==> config.mk <==
export PLATFORM = sky130hd
export DESIGN_NAME = instruction_fetch_unit
export DESIGN_NICKNAME = d
export VERILOG_FILES = /design/src/rtl/instruction_fetch_unit_pkg.sv /design/src/rtl/instruction_fetch_unit_fetch_queue.sv /design/src/rtl/instruction_fetch_unit.sv
export SDC_FILE = /design/constraint.sdc
export NUM_CORES = 1
export LEC_CHECK = 0
export CAP_MARGIN = 20
export CORE_UTILIZATION = 49
export CTS_BUF_LIST = sky130_fd_sc_hd__clkbuf_8 sky130_fd_sc_hd__clkbuf_16
export DETAILED_ROUTE_END_ITERATION = 6
export PLACE_DENSITY = 0.78
export REMOVE_ABC_BUFFERS = 1
export SETUP_SLACK_MARGIN = 0.1
export SYNTH_ARGS = -nofsm -noshare
export SYNTH_HDL_FRONTEND = slang
export SYNTH_SLANG_ARGS = --single-unit
export TNS_END_PERCENT = 100
==> constraint.sdc <==
create_clock -name Clock -period 2.7 [get_ports Clock]
set_input_delay 0.405 -clock Clock [delete_from_list [all_inputs] [get_ports Clock]]
set_output_delay 0.405 -clock Clock [all_outputs]
set_load 0.01 [all_outputs]
==> src/rtl/instruction_fetch_unit_pkg.sv <==
// Shared definitions for the instruction fetch unit: widths, opcodes, field ranges,
// queue entry payload and queue occupancy states.
package instruction_fetch_unit_pkg;

  localparam int unsigned ADDR_W  = 16;
  localparam int unsigned INSTR_W = 28;
  localparam int unsigned QDEPTH  = 2;
  localparam int unsigned OPC_W   = 4;
  localparam int unsigned FIELD_W = 8;

  localparam int unsigned OPC_HI = 27;
  localparam int unsigned OPC_LO = 24;
  localparam int unsigned FA_HI  = 23;
  localparam int unsigned FA_LO  = 16;
  localparam int unsigned FB_HI  = 15;
  localparam int unsigned FB_LO  = 8;
  localparam int unsigned FC_HI  = 7;
  localparam int unsigned FC_LO  = 0;

  typedef enum logic [OPC_W-1:0] {
    OP_NOP = 4'd0,
    OP_STO = 4'd1,
    OP_ADD = 4'd2,
    OP_MUL = 4'd3,
    OP_LED = 4'd4,
    OP_BLE = 4'd5,
    OP_JMP = 4'd6
  } opcode_e;

  typedef struct packed {
    logic [INSTR_W-1:0] instr;
    logic [ADDR_W-1:0]  pc;
  } fetch_entry_t;

  typedef enum logic [1:0] {
    Q_EMPTY = 2'd0,
    Q_ONE   = 2'd1,
    Q_FULL  = 2'd2
  } q_state_e;

  function automatic logic is_jmp(input logic [INSTR_W-1:0] word);
    return word[OPC_HI:OPC_LO] == OPC_W'(OP_JMP);
  endfunction

endpackage

==> src/rtl/instruction_fetch_unit_fetch_queue.sv <==
// Two-entry in-order fetch queue; entry 0 is the head. Flush empties the queue
// but leaves the head register untouched so the outputs hold their last value.
module fetch_queue
  import instruction_fetch_unit_pkg::*;
(
  input  logic         clk_i,
  input  logic         rst_ni,
  input  logic         push_i,
  input  logic         pop_i,
  input  logic         flush_i,
  input  fetch_entry_t data_i,
  output fetch_entry_t head_o,
  output logic         valid_o,
  output logic         full_o
);

  q_state_e     state_q, state_d;
  fetch_entry_t ent0_q, ent0_d, ent1_q, ent1_d;
  logic         valid_q, valid_d, full_q, full_d;

  always_ff @(posedge clk_i or negedge rst_ni) begin
    if (!rst_ni) begin
      state_q <= Q_EMPTY;
      ent0_q  <= '0;
      ent1_q  <= '0;
      valid_q <= 1'b0;
      full_q  <= 1'b0;
    end else begin
      state_q <= state_d;
      ent0_q  <= ent0_d;
      ent1_q  <= ent1_d;
      valid_q <= valid_d;
      full_q  <= full_d;
    end
  end

  // Occupancy transitions; simultaneous push and pop keep the state.
  always_comb begin
    state_d = state_q;
    if (flush_i) begin
      state_d = Q_EMPTY;
    end else begin
      unique case ({push_i, pop_i})
        2'b10: begin
          if (state_q == Q_EMPTY)    state_d = Q_ONE;
          else if (state_q == Q_ONE) state_d = Q_FULL;
        end
        2'b01: begin
          if (state_q == Q_FULL)     state_d = Q_ONE;
          else if (state_q == Q_ONE) state_d = Q_EMPTY;
        end
        default: state_d = state_q;
      endcase
    end
  end

  always_comb begin
    ent0_d  = ent0_q;
    ent1_d  = ent1_q;
    if (!flush_i) begin
      if (pop_i && state_q == Q_FULL) ent0_d = ent1_q;
      if (push_i) begin
        unique case (state_q)
          Q_EMPTY: ent0_d = data_i;
          Q_ONE: begin
            if (pop_i) ent0_d = data_i;
            else       ent1_d = data_i;
          end
          default: ent1_d = data_i;
        endcase
      end
    end
    valid_d = (state_d != Q_EMPTY);
    full_d  = (state_d == Q_FULL);
  end

  assign head_o  = ent0_q;
  assign valid_o = valid_q;
  assign full_o  = full_q;

endmodule

==> src/rtl/instruction_fetch_unit.sv <==
// Fetch stage: drives the ROM address from the PC, folds JMP locally, queues
// fetched words for decode and takes branch redirects from execute.
module instruction_fetch_unit
  import instruction_fetch_unit_pkg::*;
(
  input  logic               Clock,
  input  logic               Reset,
  output logic [ADDR_W-1:0]  oAddress,
  input  logic [INSTR_W-1:0] iInstruction,
  output logic               oInstrValid,
  input  logic               iDecodeReady,
  output logic [INSTR_W-1:0] oInstruction,
  output logic [ADDR_W-1:0]  oInstrPC,
  input  logic               iRedirect,
  input  logic [ADDR_W-1:0]  iRedirectTarget,
  output logic               oJmpFolded
);

  logic [ADDR_W-1:0] pc_q, pc_d;
  logic              fold_q, fold_d;
  logic              push_c, flush_c, pop_c, space_c, jmp_c;
  logic              q_valid, q_full;
  fetch_entry_t      push_entry, head;

  always_ff @(posedge Clock or negedge Reset) begin
    if (!Reset) begin
      pc_q   <= '0;
      fold_q <= 1'b0;
    end else begin
      pc_q   <= pc_d;
      fold_q <= fold_d;
    end
  end

  assign pop_c   = q_valid && iDecodeReady;
  assign space_c = !q_full || pop_c;
  assign jmp_c   = is_jmp(iInstruction);

  // Redirect beats JMP folding, which beats a normal capture; no space means stall.
  always_comb begin
    pc_d    = pc_q;
    fold_d  = 1'b0;
    push_c  = 1'b0;
    flush_c = 1'b0;
    if (iRedirect) begin
      flush_c = 1'b1;
      pc_d    = iRedirectTarget;
    end else if (space_c && jmp_c) begin
      pc_d   = ADDR_W'(iInstruction[FA_HI:FA_LO]);
      fold_d = 1'b1;
    end else if (space_c) begin
      push_c = 1'b1;
      pc_d   = pc_q + ADDR_W'(1);
    end
  end

  assign push_entry = '{instr: iInstruction, pc: pc_q};

  fetch_queue u_fetch_queue (
    .clk_i   (Clock),
    .rst_ni  (Reset),
    .push_i  (push_c),
    .pop_i   (pop_c),
    .flush_i (flush_c),
    .data_i  (push_entry),
    .head_o  (head),
    .valid_o (q_valid),
    .full_o  (q_full)
  );

  assign oAddress     = pc_q;
  assign oInstrValid  = q_valid;
  assign oInstruction = head.instr;
  assign oInstrPC     = head.pc;
  assign oJmpFolded   = fold_q;

endmodule
# ---- Word level (Yosys, flattened, before mapping)
# Index checks and enable logic that the tools add are counted.
# W data, S select, Z words.
dict set report op_classes {
  add_sub_neg 1
  n_eq_ne 7
  muxes 21
  n_bitwise 2
  n_reduce_logical 9
}
# operator count
set op_table {}
lappend op_table {{$mux W44} 4}
lappend op_table {{$pmux W44 S2} 2}
lappend op_table {{$mux W16} 3}
lappend op_table {{$add A16 B1 Y16 const B} 1}
lappend op_table {{$mux W2} 5}
lappend op_table {{$eq A2 B2 Y1 const B} 3}
lappend op_table {{$mux W1} 6}
lappend op_table {{$eq A2 B1 Y1 const B} 2}
lappend op_table {{$eq A4 B3 Y1 const B} 1}
lappend op_table {{$pmux W2 S2} 1}
lappend op_table {{$reduce_and A4 Y1} 1}
lappend op_table {{$logic_and A1 B1 Y1} 3}
lappend op_table {{$reduce_bool A3 Y1} 1}
lappend op_table {{$logic_not A2 Y1} 1}
lappend op_table {{$ne A2 B2 Y1 const B} 1}
lappend op_table {{$not A1 Y1} 2}
lappend op_table {{$reduce_bool A2 Y1} 1}
lappend op_table {{$logic_not A1 Y1} 1}
lappend op_table {{$logic_or A1 B1 Y1} 1}
dict set report word_totals {
  regBits 109
  in_bits 48
  out_inout_bits 62
  word_cells 49
}

# ---- Logic depth before layout (Yosys ltp)
# Gate-level depths: netlist of the first run.
dict set report depth {
  word_depth 9
  ltp_mapped 8
  mapped_depth_nobuf 8
}

# ---- Modules after synthesis
# From an unflattened synthesis of the first run, not the netlist that was laid out.
dict set report unflattened {
  cells_unflattened 500
  area_unflattened_um2 5876.9
}
# mod instances cells_each area_each_um2 seq_area_each_um2
set by_module_without_submodules {}
lappend by_module_without_submodules {fetch_queue 1 355 4564.4 2302.2}
lappend by_module_without_submodules {instruction_fetch_unit 1 145 1312.5 425.4}

# ---- Worst setup path before layout of the first run
# Ideal clock, no wire load.
dict set report synth_path {
  path_kind {register -> register}
  start {register u_fetch_queue.state_q[0]}
  end {register u_fetch_queue.ent0_q, in the netlist u_fetch_queue.head_o[3]}
  setup_time_ns 0.126
  t_arrival_ns 1.990
  required_time_ns 2.574
  path_slack_ns 0.584
  path_stages_with_launch 9
  n_path_buf 2
  period_less_slack_ns 2.116
  cell_sequence {dfrtp_1 -> inv_1 -> ha_1 -> nor2_1 -> or4_4 -> buf_6 -> buf_6 -> and3_1 -> a221o_1}
}
dict set report synth_between {
  elab_chain_len 6
  elab_cells_between_ends 8
  cone_classes {eq/ne: 2; mux: 4; reduce/logical: 2}
}
# element line
set synth_rtl {}
lappend synth_rtl {{from (decl)} instruction_fetch_unit_fetch_queue.sv:17} ;# q_state_e state_q, state_d;
lappend synth_rtl {{from (signal assigned)} instruction_fetch_unit_fetch_queue.sv:29} ;# state_q <= state_d;
lappend synth_rtl {{$eq A2 B2 Y1} instruction_fetch_unit_fetch_queue.sv:61} ;# if (pop_i && state_q == Q_FULL) ent0_d = ent1_q;
lappend synth_rtl {{$logic_and A1 B1 Y1} instruction_fetch_unit_fetch_queue.sv:61}
lappend synth_rtl {{$mux W44} instruction_fetch_unit_fetch_queue.sv:61}
lappend synth_rtl {{$mux W44} instruction_fetch_unit_fetch_queue.sv:66} ;# if (pop_i) ent0_d = data_i;
lappend synth_rtl {{$pmux W44 S2} instruction_fetch_unit_fetch_queue.sv:63} ;# unique case (state_q)
lappend synth_rtl {{$mux W44 *} instruction_fetch_unit_fetch_queue.sv:62} ;# if (push_i) begin
lappend synth_rtl {{to (signal assigned)} instruction_fetch_unit_fetch_queue.sv:30} ;# ent0_q <= ent0_d;
lappend synth_rtl {{to (decl)} instruction_fetch_unit_fetch_queue.sv:18} ;# fetch_entry_t ent0_q, ent0_d, ent1_q, ent1_d;
# Mark *: on every way between the ends. The rest lies on a longest branch, timed or not.
# A chain may end at the register's enable or synchronous reset.

# ---- Final worst setup path of the first run
dict set report layout_path {
  start {register u_fetch_queue.state_q[0]}
  end {register u_fetch_queue.ent0_q, in the netlist u_fetch_queue.head_o[30]}
}
# Same word-level chain as after synthesis.

==> results of run 1 <==
-- layout by cell type (no fill, tap or decap), types with 6 or more instances in the layout --
master	n
buf_4	16
mux2_2	42
inv_1	11
dfrtp_1	109
clkbuf_8	9
o21ai_0	7
and3_1	48
a21oi_1	9
ha_1	8
nand4_1	6
a221o_1	48
nand2_1	22
clkdlybuf4s50_1	108
nand3_1	7
nor2_1	7
nor4_1	7
-- sequential cells by signal, summed over array words and instances, names as in the netlist --
signal                 count
u_fetch_queue.full_o       1
oAddress                  16
u_fetch_queue.ent1_q      44
oJmpFolded                 1
u_fetch_queue.state_q      2
u_fetch_queue.valid_o      1
u_fetch_queue.head_o      44
-- report_power, final --
group,leakage (nW),internal (mW),switching (mW)
clock,0.108,0.445,0.584
combinational,1.41,1.67,1.20
sequential,1.32,2.35,0.481
total,2.85,4.46,2.26
-- cell type report --
type / count / area [µm²]
Clock buffer: 9 / 124
Clock inverter: 7 / 80.1
Fill cell: 836 / 3680
Inverter: 11 / 41.3
Multi-Input combinational cell: 277 / 2210
Sequential cell: 109 / 2730
Tap cell: 136 / 170
Timing Repair Buffer: 126 / 1250
-- critical path, delay by kind of cell, from the launching register on --
family,cells,cell delay [ns]
and+or+nand+nor,3,1.12
DFF,1,0.44
adders and majority gates,1,0.32
AOI/OAI and AO/OA,1,0.27
buffers and inverters,1,0.12
-- synthesized netlist by cell type (3+ instances only) --
master	number
and3_1	48
mux2_1	3
o211ai_1	4
o311ai_0	4
nor4_1	7
inv_1	10
clkbuf_1	25
nand2_1	22
buf_6	5
o31ai_1	3
nand2b_1	5
ha_1	8
buf_4	4
mux2i_1	4
o21ai_0	7
dfrtp_1	109
nand4_1	6
or4_1	5
a31oi_1	3
mux2_2	42
nor2b_1	5
nor2_1	8
a221o_1	48
a21oi_1	9
nand3_1	7
-- cells by family (layout without fill, tap and decap cells) --
logic type      Yosys count  count (layout)  share of synthesized area, %
compound gates           96              96                          16.1
simple gates            123             123                          13.8
buf+inv                  48             153                          4.53
mux                      49              49                          10.6
xor+xnor                  1               1                         0.170
fa+ha+maj                 8               8                          1.94
flops                   109             109                          52.9
-- metrics by stage --
step | setup slack, ns | hold slack (ns) | total power, mW | cell area [µm²]
after floorplan | -0.409 | 0.109 | 4.35 | 4970
after global placement | 0.124 | 0.421 | 5.56 | 6370
after detailed placement | 0.0647 | 0.429 | 5.70 | 6370
after CTS | 0.252 | 0.0119 | 6.75 | 6570
after global routing | 0.160 | 0.0194 | 7.13 | 6600
final | 0.299 | 0.00156 | 6.72 | 6600
-- path summary, 6_finish.rpt --
path,from,end,slack [ns],cells after the start
max in group asynchronous,Reset,u_fetch_queue.ent1_q[11],1.78,2
worst min-delay path,Reset,u_fetch_queue.ent1_q[17],0.002,1
worst max-delay path,u_fetch_queue.state_q[0],u_fetch_queue.head_o[30],0.30,6
worst max register to register,u_fetch_queue.state_q[0],u_fetch_queue.head_o[30],0.30,6
min in group Clock,u_fetch_queue.ent1_q[41],u_fetch_queue.ent1_q[41],0.50,1
worst min register to register,u_fetch_queue.ent1_q[41],u_fetch_queue.ent1_q[41],0.50,1
-- per-layer routing --
layer	up-vias	routed length (µm)	global-route usage (%)
met5	-	0	0
met4	0	148	7.14
met3	14	783	4.37
met2	160	6310	39.9
met1	2099	5680	33.6
li1	1858	-	-
-- timing repair --
action	4_1_cts	5_1_grt
setup buffers	0	0
hold buffers	0	0
endpoints found under the hold margin	0	0
resized for setup	0	1
setup endpoints to repair	0	41
==> results.sh, run 1 <==
export IMPL_status="finished, violations left"
export IMPL_failed_checks="DRC"
export IMPL_antenna_left=0
export IMPL_initial_core_util_pct=50.2
export IMPL_synth_edff_count=0
export IMPL_startpoint_type="flop"
export IMPL_clock_sinks=109
export IMPL_worst_slew_pin_slew_ns=0.560
export IMPL_critPathSlowestCell="or4_4"
export IMPL_yosysWarnings=0
export IMPL_hp_class="input pin to asynchronous set/reset pin"
export IMPL_wl_per_cell_um=19.1
export IMPL_fin_setup_tns_ns=0
export IMPL_grt_use_total_pct=24.5
export IMPL_diodes=0
export IMPL_path_class="flop to flop"
export IMPL_setup_viol=0
export IMPL_grt_pass1_vias=4146
export IMPL_die_w_um=105
export IMPL_finish_utilization_pct=64.2
export IMPL_power_density_nw_per_um2=1020
export IMPL_rsz0062_at_grt="no"
export IMPL_cp_max_fo=43
export IMPL_grt_antenna_before_repair=0
export IMPL_fin_crit_sh_pct=88.9
export IMPL_grt_max_degree=44
export IMPL_period_needed_ns=2.40
export IMPL_clock_latency_ns=0.37
export IMPL_max_slew_margin_pct=62.7
export IMPL_cts_clk_slew_worst_paths_ns=0.11
export IMPL_crit_chain="inv_1, ha_1, nor2_1, or4_4, and3_1, a221o_1"
export IMPL_synth_area_leaders="dfrtp_1 (53%), a221o_1 (9.3%), mux2_2 (9.2%)"
export IMPL_slew_violations=0
export IMPL_routed_wl_um=12900
export IMPL_die_area_um2=10900
export IMPL_syn_area_um2=5160
export IMPL_hold_viol_final=0
export IMPL_nets=590
export IMPL_synthArstFlopShare_pct=100
export IMPL_io_buffers=109
export IMPL_seq_area_frac_synth_pct=52.9
export IMPL_cpPeakStageDelay_ns=0.72
export IMPL_worstPathRequired_ns=2.96
export IMPL_ys_ff_latch=109
export IMPL_dpl_hpwl_um=8490
export IMPL_pin_count=110
export IMPL_htreeDepth=3
export IMPL_grt_pass1_wl_um=21300
export IMPL_postSynthAreaPerCell_um2=11.9
export IMPL_ys_flop_type="dfrtp_1"
export IMPL_drc=2
export IMPL_worst_ir_drop_vdd_mv=0.525
export IMPL_layout_drive_gt1_share_pct=15.4
export IMPL_cp_end_kind="flop"
export IMPL_clockBufferDepth=2
export IMPL_final_cells=675
export IMPL_vias=4131
export IMPL_yosys_area_top_type="dfrtp_1"
export IMPL_drt_pass1_iter_count=7
export IMPL_crit_arrival_ns=2.66
export IMPL_gp_congestion=0.798
export IMPL_placedCellCount=658
export IMPL_p_leak_nw=2.85
export IMPL_cap_violations=0
export IMPL_area_growth_pct=27.9
export IMPL_overflow=0
export IMPL_drt_initial_drc_count=232
export IMPL_cts_tree="built"
export IMPL_finClkSkew_ns=0.00884
export IMPL_synth_cell_types=51
export IMPL_row_count=37
export IMPL_synth_top_cell_area_share_pct=52.9
export IMPL_fp_dieH_um=105
export IMPL_synthCells=434
export IMPL_max_freq_mhz=417
export IMPL_cts_buffers=9
export IMPL_core_area_um2=10300
export IMPL_cts_root_buffer="clkbuf_8"
export IMPL_vias_per_cell=6.12
(Power assumes the default switching activity.)
==> run 2: changes to the inputs <==
--- a/config.mk
+++ b/config.mk
@@ -6,10 +6,10 @@
 export NUM_CORES = 1
 export LEC_CHECK = 0
 export CAP_MARGIN = 20
-export CORE_UTILIZATION = 49
+export CORE_UTILIZATION = 46
 export CTS_BUF_LIST = sky130_fd_sc_hd__clkbuf_8 sky130_fd_sc_hd__clkbuf_16
 export DETAILED_ROUTE_END_ITERATION = 6
-export PLACE_DENSITY = 0.78
+export PLACE_DENSITY = 0.77
 export REMOVE_ABC_BUFFERS = 1
 export SETUP_SLACK_MARGIN = 0.1
 export SYNTH_ARGS = -nofsm -noshare
==> constraint.sdc (replaced) <==
create_clock -name Clock -period 2.1 [get_ports Clock]
set_input_delay 0.315 -clock Clock [delete_from_list [all_inputs] [get_ports Clock]]
set_output_delay 0.315 -clock Clock [all_outputs]
set_load 0.01 [all_outputs]
==> run 2 against run 1 <==
Against the previous run: the flow finishes with violations (hold timing); first-iteration DRC count is 21% higher; non-clock buffer count rose by 29; count of clock-buffer cells in the layout unchanged; largest cell class unchanged; largest power group unchanged.
==> results.sh, run 2 (synthesis gave the netlist of run 1 again) <==
export IMPL_status="finished, violations left"
export IMPL_slew_violations=0
export IMPL_crit_buf_inv=2
export IMPL_fp_dieH_um=108
export IMPL_cts_tree="built"
export IMPL_critPathSlowestCell="or4_4"
export IMPL_holdBufCountCts=0
export IMPL_worst_slew_pin_slew_ns=0.739
export IMPL_worstPathRequired_ns=2.37
export IMPL_hold_viol_final=4
export IMPL_drt_pass1_iter_count=5
export IMPL_diodes=0
export IMPL_clock_sinks=109
export IMPL_antenna_left=0
export IMPL_switching_power_mw=3.08
export IMPL_nets=622
export IMPL_max_slew_margin_pct=50.6
export IMPL_drt_initial_drc_count=281
export IMPL_hold_slack_ns=-0.0128
export IMPL_cp_end_kind="flop"
export IMPL_nFillCells=887
export IMPL_max_freq_mhz=481
export IMPL_rsz0062_at_grt="yes"
export IMPL_die_area_um2=11600
export IMPL_grt_max_degree=110
export IMPL_cts_buffers=9
export IMPL_crit_arrival_ns=2.35
export IMPL_fin_crit_sh_pct=99.1
export IMPL_cts_root_buffer="clkbuf_8"
export IMPL_period_needed_ns=2.08
export IMPL_core_area_um2=10900
export IMPL_gp_congestion=0.823
export IMPL_io_buffers=109
export IMPL_pin_count=110
export IMPL_die_w_um=108
export IMPL_initial_core_util_pct=47.4
export IMPL_p_seq_share_pct=39.8
export IMPL_layout_commonest_cell="dfrtp_1"
export IMPL_final_cells=710
export IMPL_wl_per_cell_um=19.6
export IMPL_cp_max_fo=26
export IMPL_power_switching_share_pct=34.2
export IMPL_path_class="flop to flop"
export IMPL_cts_clk_slew_worst_paths_ns=0.11
export IMPL_crit_chain="buf_6, ha_4, a2bb2oi_1, or4_4, buf_12, and3_1, a221o_1"
export IMPL_row_count=38
export IMPL_cp_top_family="simple AND/OR/NAND/NOR gates"
export IMPL_worst_ir_drop_vdd_mv=0.651
export IMPL_vias_per_cell=6.12
export IMPL_htreeDepth=3
export IMPL_grt_pass1_vias=4301
export IMPL_p_leak_nw=3.03
export IMPL_layout_drive_gt1_share_pct=22.3
export IMPL_clockBufferDepth=2
export IMPL_vias=4348
export IMPL_layout_common_cells="dfrtp_1 (108), clkdlybuf4s50_1 (106), a221o_1 (48), and3_1 (48), mux2_2 (42)"
export IMPL_area_growth_pct=35.3
export IMPL_p_int_mw=5.94
export IMPL_cap_violations=0
export IMPL_p_clk_share_pct=13.6
export IMPL_startpoint_type="flop"
export IMPL_drc=0
export IMPL_overflow=0
export IMPL_dpl_hpwl_um=8980
export IMPL_routed_wl_um=13900
export IMPL_setup_viol=0
export IMPL_failed_checks="hold timing"
export IMPL_power_density_nw_per_um2=1290
export IMPL_cpPeakStageDelay_ns=0.47
export IMPL_hp_class="input pin to asynchronous set/reset pin"
export IMPL_placedCellCount=688
export IMPL_grt_antenna_before_repair=0
export IMPL_grt_use_total_pct=25.1
export IMPL_finClkSkew_ns=0.0106
export IMPL_clock_latency_ns=0.38
export IMPL_p_comb_share_pct=46.7
export IMPL_grt_pass1_wl_um=22100
[run 2: layout make-up]
| cell class | instances | area [µm²] | share of cell area, % |
|---|---|---|---|
| Clock buffer | 9 | 124 | 1.77 |
| Clock inverter | 6 | 57.6 | 0.824 |
| Inverter | 11 | 41.3 | 0.591 |
| Multi-Input combinational cell | 280 | 2310 | 33.1 |
| Sequential cell | 109 | 2730 | 39.1 |
| Tap cell | 140 | 175 | 2.51 |
| Timing Repair Buffer | 155 | 1550 | 22.1 |
[run 2: worst reg2reg max path, delay by kind of cell, from the launching register on]
kind	cells	cell delay [ns]
AO/OA/AOI/OAI	2	0.42
AND/OR/NAND/NOR	2	0.66
flip-flops	1	0.42
adder cells (fa/ha/maj)	1	0.16
buffers and inverters	2	0.31
[run 2: worst paths after layout]
check	start	endpoint	slack [ns]	depth (start not counted)
setup / recovery	u_fetch_queue.state_q[0]	u_fetch_queue.head_o[19]	0.02	7
hold / removal	Reset	u_fetch_queue.ent1_q[42]	-0.01	2
setup reg to reg	u_fetch_queue.state_q[0]	u_fetch_queue.head_o[19]	0.02	7
hold reg to reg	u_fetch_queue.ent1_q[41]	u_fetch_queue.ent1_q[41]	0.51	1
max in group asynchronous	Reset	oAddress[7]	1.67	2
min in group Clock	u_fetch_queue.ent1_q[41]	u_fetch_queue.ent1_q[41]	0.51	1
[run 2: power groups by stage]
stage	Combinational (mW)	Clock (mW)	Sequential, mW
after floorplan	1.86	0	3.73
after global placement	3.87	0	3.56
after detailed placement	4.02	0	3.60
after CTS	4.11	1.26	3.57
after global routing	4.54	1.33	3.70
final	4.21	1.22	3.59
[run 2: stage by stage]
| stage | utilization (%) | power [mW] | cell area [µm²] | worst slack, ns | TNS [ns] |
|---|---|---|---|---|---|
| 3_5_place_dp | 60.9 | 7.62 | 6630 | -0.393 | -32.79 |
| 4_1_cts | 63.2 | 8.94 | 6880 | 0.0480 | 0 |
| 3_3_place_gp | 60.9 | 7.43 | 6630 | -0.370 | -29.18 |
| 5_1_grt | 64.1 | 9.57 | 6980 | -0.0119 | -0.0264 |
| 6_report | 64.1 | 9.03 | 6980 | 0.0197 | 0 |
| 2_1_floorplan | - | 5.59 | 4970 | -1.01 | -73.61 |
[run 2: timing repair]
item                                    CTS  global route
cloned                                    2             1
resized for setup                        11            18
setup buffers                             1             3
endpoints found under the setup margin   83            93
pin swaps                                 1             5
[run 2: routing by layer]
| layer | wire [µm] | up-vias | part of all wire (%) | global-route usage (%) |
|---|---|---|---|---|
| li1 | - | 1934 | - | - |
| met1 | 6020 | 2192 | 43 | 34.0 |
| met2 | 6730 | 203 | 48 | 41.2 |
| met3 | 916 | 19 | 6.6 | 3.81 |
| met4 | 227 | 0 | 1.6 | 8.41 |
| met5 | 0 | - | 0 | 0 |
==> run 3: changes to the inputs <==
--- a/config.mk
+++ b/config.mk
@@ -12,6 +12,7 @@
 export PLACE_DENSITY = 0.77
 export REMOVE_ABC_BUFFERS = 1
 export SETUP_SLACK_MARGIN = 0.1
+export SLEW_MARGIN = 20
 export SYNTH_ARGS = -nofsm -noshare
 export SYNTH_HDL_FRONTEND = slang
 export SYNTH_SLANG_ARGS = --single-unit
==> results of run 3 <==
No change in the layout: final DEF, timing and power equal those of run 2.
